===== src/rtl/cam2npu_pkg.sv =====
// cam2npu_pkg: shared types and constants for the camera-to-NPU image writer.
package cam2npu_pkg;

   // Capture controller states
   typedef enum logic [1:0] {
      IDLE    = 2'd0,
      ARM     = 2'd1,
      CAPTURE = 2'd2,
      DONE    = 2'd3
   } state_t;

   // BT.601-style luma weights scaled by 256 (sum = 256)
   localparam logic [7:0] COEF_R = 8'd77;
   localparam logic [7:0] COEF_G = 8'd150;
   localparam logic [7:0] COEF_B = 8'd29;

   // RGB565 field positions
   localparam int R_HI = 15;
   localparam int R_LO = 11;
   localparam int G_HI = 10;
   localparam int G_LO = 5;
   localparam int B_HI = 4;
   localparam int B_LO = 0;

   // Widen a 5-bit channel to 8 bits by replicating its MSBs
   function automatic logic [7:0] expand5(input logic [4:0] v);
      return {v, v[4:2]};
   endfunction

   // Widen a 6-bit channel to 8 bits by replicating its MSBs
   function automatic logic [7:0] expand6(input logic [5:0] v);
      return {v, v[5:4]};
   endfunction

endpackage


===== src/rtl/cam2npu_img_writer_rgb565_to_luma.sv =====
// rgb565_to_luma: two-stage pipelined RGB565 -> 8-bit luma converter with valid passthrough.
// Build macro CAM2NPU_INT8_EN: when defined the output byte is Y XOR 8'h80 (signed int8 Y-128).
module rgb565_to_luma
   import cam2npu_pkg::*;
(
   input  logic        clk,
   input  logic        rst_n,
   input  logic        flush,
   input  logic        in_valid,
   input  logic [15:0] in_pix,
   output logic        out_valid,
   output logic [7:0]  out_y
);

   logic [7:0]  r8_s;
   logic [7:0]  g8_s;
   logic [7:0]  b8_s;
   logic [15:0] prod_r_s;
   logic [15:0] prod_g_s;
   logic [15:0] prod_b_s;
   logic [15:0] prod_r_r;
   logic [15:0] prod_g_r;
   logic [15:0] prod_b_r;
   logic        valid1_r;
   logic [15:0] sum_s;
   logic [7:0]  y_s;

   // Channel expansion and weighted products (feeds stage 1)
   always_comb begin
      r8_s     = expand5(in_pix[R_HI:R_LO]);
      g8_s     = expand6(in_pix[G_HI:G_LO]);
      b8_s     = expand5(in_pix[B_HI:B_LO]);
      prod_r_s = {8'd0, COEF_R} * {8'd0, r8_s};
      prod_g_s = {8'd0, COEF_G} * {8'd0, g8_s};
      prod_b_s = {8'd0, COEF_B} * {8'd0, b8_s};
   end

   // Stage 1: register the three products
   always_ff @(posedge clk or negedge rst_n) begin
      if (!rst_n) begin
         prod_r_r <= 16'd0;
         prod_g_r <= 16'd0;
         prod_b_r <= 16'd0;
         valid1_r <= 1'b0;
      end else if (flush) begin
         valid1_r <= 1'b0;
      end else begin
         valid1_r <= in_valid;
         if (in_valid) begin
            prod_r_r <= prod_r_s;
            prod_g_r <= prod_g_s;
            prod_b_r <= prod_b_s;
         end
      end
   end

   // Sum fits in 16 bits (max 65280); luma is the upper byte
   always_comb begin
      sum_s = prod_r_r + prod_g_r + prod_b_r;
`ifdef CAM2NPU_INT8_EN
      y_s   = sum_s[15:8] ^ 8'h80;
`else
      y_s   = sum_s[15:8];
`endif
   end

   // Stage 2: register the luma byte; data holds when no pixel is present
   always_ff @(posedge clk or negedge rst_n) begin
      if (!rst_n) begin
         out_valid <= 1'b0;
         out_y     <= 8'd0;
      end else if (flush) begin
         out_valid <= 1'b0;
      end else begin
         out_valid <= valid1_r;
         if (valid1_r) begin
            out_y <= y_s;
         end
      end
   end

endmodule


===== src/rtl/cam2npu_img_writer.sv =====
// cam2npu_img_writer: crops and decimates one camera frame per request and writes luma bytes
// sequentially into the NPU image buffer.
// Build macro CAM2NPU_INT8_EN (applied inside rgb565_to_luma) selects signed int8 output bytes.
module cam2npu_img_writer
   import cam2npu_pkg::*;
#(
   parameter int SRC_W   = 640,
   parameter int SRC_H   = 480,
   parameter int CROP_X0 = 128,
   parameter int CROP_Y0 = 48,
   parameter int STEP    = 4,
   parameter int OUT_W   = 96,
   parameter int OUT_H   = 96,
   parameter int ADDR_W  = 14
)(
   input  logic              clk,
   input  logic              rst_n,
   input  logic              cam_vsync,
   input  logic              cam_href,
   input  logic              pix_valid,
   input  logic [15:0]       pix_data,
   input  logic              frame_req,
   output logic              busy,
   output logic              frame_done,
   output logic              frame_err,
   output logic              buf_cea,
   output logic [ADDR_W-1:0] buf_ada,
   output logic [7:0]        buf_din
);

   localparam int X_W  = $clog2(SRC_W);
   localparam int Y_W  = $clog2(SRC_H);
   localparam int XE_W = X_W + 1;
   localparam int YE_W = Y_W + 1;

   // Window bounds carry one extra bit so an end bound equal to the line length still fits
   localparam logic [XE_W-1:0]   X_LO      = XE_W'(CROP_X0);
   localparam logic [XE_W-1:0]   X_HI      = XE_W'(CROP_X0 + OUT_W * STEP);
   localparam logic [YE_W-1:0]   Y_LO      = YE_W'(CROP_Y0);
   localparam logic [YE_W-1:0]   Y_HI      = YE_W'(CROP_Y0 + OUT_H * STEP);
   localparam logic [XE_W-1:0]   X_MASK    = XE_W'(STEP - 1);
   localparam logic [YE_W-1:0]   Y_MASK    = YE_W'(STEP - 1);
   localparam logic [X_W-1:0]    X_MAX     = X_W'(SRC_W - 1);
   localparam logic [Y_W-1:0]    Y_MAX     = Y_W'(SRC_H - 1);
   localparam logic [ADDR_W-1:0] LAST_ADDR = ADDR_W'(OUT_W * OUT_H - 1);

   state_t            state_r;
   state_t            state_next_s;
   logic              vsync_d_r;
   logic              href_d_r;
   logic [X_W-1:0]    src_x_r;
   logic [Y_W-1:0]    src_y_r;
   logic [ADDR_W-1:0] wr_addr_r;
   logic              vsync_rise_s;
   logic              href_fall_s;
   logic              pix_acc_s;
   logic [XE_W-1:0]   x_ext_s;
   logic [YE_W-1:0]   y_ext_s;
   logic [XE_W-1:0]   dx_s;
   logic [YE_W-1:0]   dy_s;
   logic              keep_s;
   logic              clear_s;
   logic              err_s;
   logic              last_write_s;

   // Edge detection; a pixel on the href falling-edge cycle still belongs to the ending line
   always_comb begin
      vsync_rise_s = cam_vsync & ~vsync_d_r;
      href_fall_s  = href_d_r & ~cam_href;
      pix_acc_s    = pix_valid & (cam_href | href_fall_s);
   end

   // Crop window and decimation phase test on the pre-increment source coordinates
   always_comb begin
      x_ext_s = {1'b0, src_x_r};
      y_ext_s = {1'b0, src_y_r};
      dx_s    = x_ext_s - X_LO;
      dy_s    = y_ext_s - Y_LO;
      keep_s  = (state_r == CAPTURE) && pix_acc_s && !vsync_rise_s &&
                (x_ext_s >= X_LO) && (x_ext_s < X_HI) &&
                (y_ext_s >= Y_LO) && (y_ext_s < Y_HI) &&
                ((dx_s & X_MASK) == {XE_W{1'b0}}) &&
                ((dy_s & Y_MASK) == {YE_W{1'b0}});
   end

   // Next-state logic, final-write detection and short-frame detection
   always_comb begin
      state_next_s = state_r;
      last_write_s = 1'b0;
      err_s        = 1'b0;
      case (state_r)
         IDLE: begin
            if (frame_req) state_next_s = ARM;
            else           state_next_s = IDLE;
         end
         ARM: begin
            if (vsync_rise_s) state_next_s = CAPTURE;
            else              state_next_s = ARM;
         end
         CAPTURE: begin
            if (buf_cea && (wr_addr_r == LAST_ADDR)) begin
               last_write_s = 1'b1;
               state_next_s = DONE;
            end else if (vsync_rise_s) begin
               err_s        = 1'b1;
               state_next_s = CAPTURE;
            end else begin
               state_next_s = CAPTURE;
            end
         end
         DONE:    state_next_s = IDLE;
         default: state_next_s = IDLE;
      endcase
      clear_s = ((state_r == ARM) && vsync_rise_s) || err_s;
   end

   // State register, sync-edge history and registered status pulses
   always_ff @(posedge clk or negedge rst_n) begin
      if (!rst_n) begin
         state_r    <= IDLE;
         vsync_d_r  <= 1'b0;
         href_d_r   <= 1'b0;
         busy       <= 1'b0;
         frame_done <= 1'b0;
         frame_err  <= 1'b0;
      end else begin
         state_r    <= state_next_s;
         vsync_d_r  <= cam_vsync;
         href_d_r   <= cam_href;
         busy       <= (state_next_s == ARM) || (state_next_s == CAPTURE);
         frame_done <= (state_next_s == DONE);
         frame_err  <= err_s;
      end
   end

   // Source position counters; saturate instead of wrapping on oversized frames
   always_ff @(posedge clk or negedge rst_n) begin
      if (!rst_n) begin
         src_x_r <= {X_W{1'b0}};
         src_y_r <= {Y_W{1'b0}};
      end else if (clear_s) begin
         src_x_r <= {X_W{1'b0}};
         src_y_r <= {Y_W{1'b0}};
      end else if (state_r == CAPTURE) begin
         if (href_fall_s) begin
            src_x_r <= {X_W{1'b0}};
            if (src_y_r != Y_MAX) src_y_r <= src_y_r + {{(Y_W-1){1'b0}}, 1'b1};
         end else if (pix_acc_s && (src_x_r != X_MAX)) begin
            src_x_r <= src_x_r + {{(X_W-1){1'b0}}, 1'b1};
         end
      end
   end

   // Buffer write address: advances after each write, never past the last byte
   always_ff @(posedge clk or negedge rst_n) begin
      if (!rst_n) begin
         wr_addr_r <= {ADDR_W{1'b0}};
      end else if (clear_s || (state_r == DONE)) begin
         wr_addr_r <= {ADDR_W{1'b0}};
      end else if ((state_r == CAPTURE) && buf_cea && !last_write_s) begin
         wr_addr_r <= wr_addr_r + {{(ADDR_W-1){1'b0}}, 1'b1};
      end
   end

   rgb565_to_luma u_luma (
      .clk       (clk),
      .rst_n     (rst_n),
      .flush     (err_s),
      .in_valid  (keep_s),
      .in_pix    (pix_data),
      .out_valid (buf_cea),
      .out_y     (buf_din)
   );

   assign buf_ada = wr_addr_r;

endmodule


===== config.mk =====
export PLATFORM = sky130hd
export DESIGN_NAME = cam2npu_img_writer
export DESIGN_NICKNAME = d
export VERILOG_FILES = /design/src/rtl/cam2npu_pkg.sv /design/src/rtl/cam2npu_img_writer_rgb565_to_luma.sv /design/src/rtl/cam2npu_img_writer.sv
export SDC_FILE = /design/constraint.sdc
export NUM_CORES = 1
export LEC_CHECK = 0
export ABC_CLOCK_PERIOD_IN_PS = 5100
export CAP_MARGIN = 5
export CORE_MARGIN = 3
export CORE_UTILIZATION = 40
export CTS_BUF_LIST = sky130_fd_sc_hd__clkbuf_4
export DETAILED_ROUTE_END_ITERATION = 10
export PLACE_DENSITY = 0.66
export SLEW_MARGIN = 20
export SYNTH_ARGS = -nofsm -noshare
export SYNTH_HDL_FRONTEND = slang
export SYNTH_SLANG_ARGS = --single-unit

===== constraint.sdc =====
create_clock -name clk -period 5.1 [get_ports clk]
set_clock_uncertainty 0.15 [all_clocks]
set_input_delay 1.02 -clock clk [delete_from_list [all_inputs] [get_ports clk]]
set_output_delay 1.02 -clock clk [all_outputs]
set_load 0.005 [all_outputs]

==> results_dict.tcl <==
set metrics [dict create \
    status "complete, no violations" \
    worst_ep_arrival_time_ns 4.70 \
    fillers 1716 \
    core_um2 18200 \
    synthToLayoutAreaGrowth_pct 12.1 \
    cts_tree "built" \
    layout.cells.most_common_list "ha_1, dfrtp_1, inv_1, nand2_1, o21ai_0" \
    cts_root_buf "clkbuf_4" \
    port_buffers 47 \
    synth_top_cell_by_area "dfrtp_1" \
    multi_input_area_um2 4810 \
    timing.fmax_mhz 222 \
    instances_no_fill 1071 \
    setup_tns_ns 0 \
    hp-start "u_luma.prod_r_r[5]" \
    final_common_cell "ha_1" \
    htreeDepth 3 \
    place_inst 1055 \
    first_global_vias 5411 \
    reg2reg_to "u_luma.out_y[5]" \
    seqCellArea_um2 2330 \
    start_util_pct 41.4 \
    first_pass_iters 4 \
    whs_ns 0.347 \
    ys_ff_latch 93 \
    hold_path.class "reg2reg" \
    hold_buffers 0 \
    track_usage_pct 15.1 \
    rr_worst_depth 10 \
    post_cts_resized 0 \
    post-cts-setup-buffers 0 \
    yosysUniqueCellTypes 65 \
    path_max_fanout 5 \
    antenna_found_initial 0 \
    drive_gt1_share_pct 6.41 \
    gp_congestion 0.806 \
    required_ns 5.30 \
    wirelength_um 14400 \
    final_util_pct 46.4 \
    fin_nets 1013 \
    numCtsBuffers 9 \
    maxCapViolations 0 \
    finalHoldViolCount 0 \
    timing.rr.start "u_luma.prod_b_r[5]" \
    synth_edf_count 0 \
    routed_via_density 5.10 \
    async_flop_share_pct 100 \
    syn_area_per_cell_um2 9.64 \
    critPathKind "in2reg" \
    grt_overflow 0 \
    period_needed_ns 4.50 \
    dp_hpwl_um 11600 \
    final_max_slew_viol_count 0 \
    ys.flop_type "dfrtp_1" \
    vias 5460 \
    cp-start-kind "input pin" \
    synthTopCellsByArea "dfrtp_1, ha_1, fa_1" \
    holdPathStages 2 \
    yosys_warnings 0 \
    syn_nets 957 \
    p_per_area_nw_per_um2 258 \
    drc 0 \
    cts_buffer_depth 2 \
    diodes 0 \
    grt_pass1_wl_um 25400 \
    detail-route-antenna-nets 0 \
    seq_area_frac_synth_pct 30.9 \
    io_pins 48 \
    hold_path_end "u_luma.prod_r_r[5]" \
    synth_area_um2 7530 \
    clk_pin_slew_ns 0.14 \
    worst_pin_slew_ns 0.815 \
    die_width_um 143 \
    grt_max_degree 65 \
    vdd_drop_max_v 0.000103 \
    die-area_um2 20500 \
    final-setup-viol-count 0 \
    grt_setup_unrepaired "false" \
    synth_cells 781 \
    numClockSinks 93 \
    slew_headroom_pct 45.7 \
    wl_per_cell_um 13.5 \
    leakagePower_nw 4.18 \
    core.rowCount 49 \
    detail_route.iter0.violations 240 \
    die_h_um 143 \
    synth_top_area_share_pct 30.9 \
    clkLatencyLatePin_ns 0.46 \
    reg2reg_slack_ns 2.26 \
    final.period_utilization_pct 88.3 \
    end_kind "register" \
]
## cells by family after synthesis
kind of cell               count (synthesis)  share of synthesized area [%]
buffers and inverters                    104                           5.33
and+or+nand+nor                          207                           13.2
adders and majority gates                154                           29.3
DFF                                       93                           30.9
AOI/OAI and AO/OA                        164                           14.3
xor gates and xnor gates                  54                           6.28
muxes                                      5                          0.731
## worst max-delay path: stages
cell and delay [ns]:
clkdlybuf4s50_1 0.48, ha_1 0.33, ha_1 0.27, inv_1 0.05, fa_1 0.52, inv_1 0.06, fa_1 0.46, ha_1 0.38
and3_1 0.21, a41oi_1 0.25, a311oi_1 0.17, a31o_2 0.27, a21oi_1 0.15, o21ai_0 0.08
## sequential cells by signal, indices dropped and copies added, names as in the netlist, 2 cells and up
signal	cells
u_luma.prod_g_r	15
state_r	2
buf_ada	14
src_y_r	9
u_luma.prod_b_r	13
u_luma.prod_r_r	15
src_x_r	10
u_luma.out_y	8
## cells in the mapped netlist, types with 2 or more instances
master     instances
and2b_1            3
a211oi_1           7
a31oi_1            5
o22ai_1            3
inv_1             92
o21a_1             3
o21ai_2            2
nor3_1             7
o2111ai_1          5
o21ai_0           66
xnor2_1           21
o21ai_1            3
a21o_1            10
nor2_1            47
and2_1             4
o41ai_1            3
nand4_1            6
dfrtp_1           93
a31o_2             2
a21oi_1           31
clkbuf_1           8
ha_1             117
and3_1             8
nor2b_1            5
or2_2              2
o31ai_1            6
fa_1              37
a41oi_1            2
and4_1             2
nand3_1           12
o21bai_1           2
buf_2              3
nand2b_1           7
nand2_1           90
mux2_2             4
o41ai_2            2
xor2_1            33
## how the worst max path moves through the flow
stage                 startpoint                  end  slack (ns)  depth (start not counted)
detailed placement  pix_data[12]  u_luma.prod_r_r[14]        0.08                         14
floorplan           pix_data[12]  u_luma.prod_r_r[14]        0.86                         13
CTS                 pix_data[12]  u_luma.prod_r_r[14]        0.59                         14
finish              pix_data[12]  u_luma.prod_r_r[14]        0.60                         14
global placement    pix_data[12]  u_luma.prod_r_r[14]        0.19                         14
global route        pix_data[12]  u_luma.prod_r_r[14]        0.45                         14
## layout make-up
cell class,count,share of cell area (%)
well taps,229,3.39
repair buffers,57,6.43
clock buffers,10,0.889
flip-flops and latches,93,27.6
inverters,92,4.09
clock inverters,6,0.637
multi-input cells,584,57.0
## per-stage QoR
| step | power, mW | setup WS, ns | cell area (µm²) |
|---|---|---|---|
| 2_1_floorplan | 1.55 | 0.856 | 7530 |
| 3_3_place_gp | 1.78 | 0.193 | 8320 |
| 3_5_place_dp | 1.80 | 0.0773 | 8320 |
| 4_1_cts | 2.20 | 0.590 | 8440 |
| 5_1_grt | 2.38 | 0.452 | 8440 |
| 6_report | 2.18 | 0.597 | 8440 |
## routing by layer
metal	up-vias	share of wire (%)	wire length, µm	global-route usage [%]
met4	0	1.5	214	4.41
met1	2575	50	7210	20.7
met2	78	46	6600	25.0
li1	2792	-	-	-
met5	-	0	0	0
met3	15	2.8	404	1.91
## where the power goes
group | internal, mW | switching (mW)
combinational | 0.417 | 0.527
sequential | 0.783 | 0.0493
clock | 0.150 | 0.250
(Power assumes the default switching activity.)
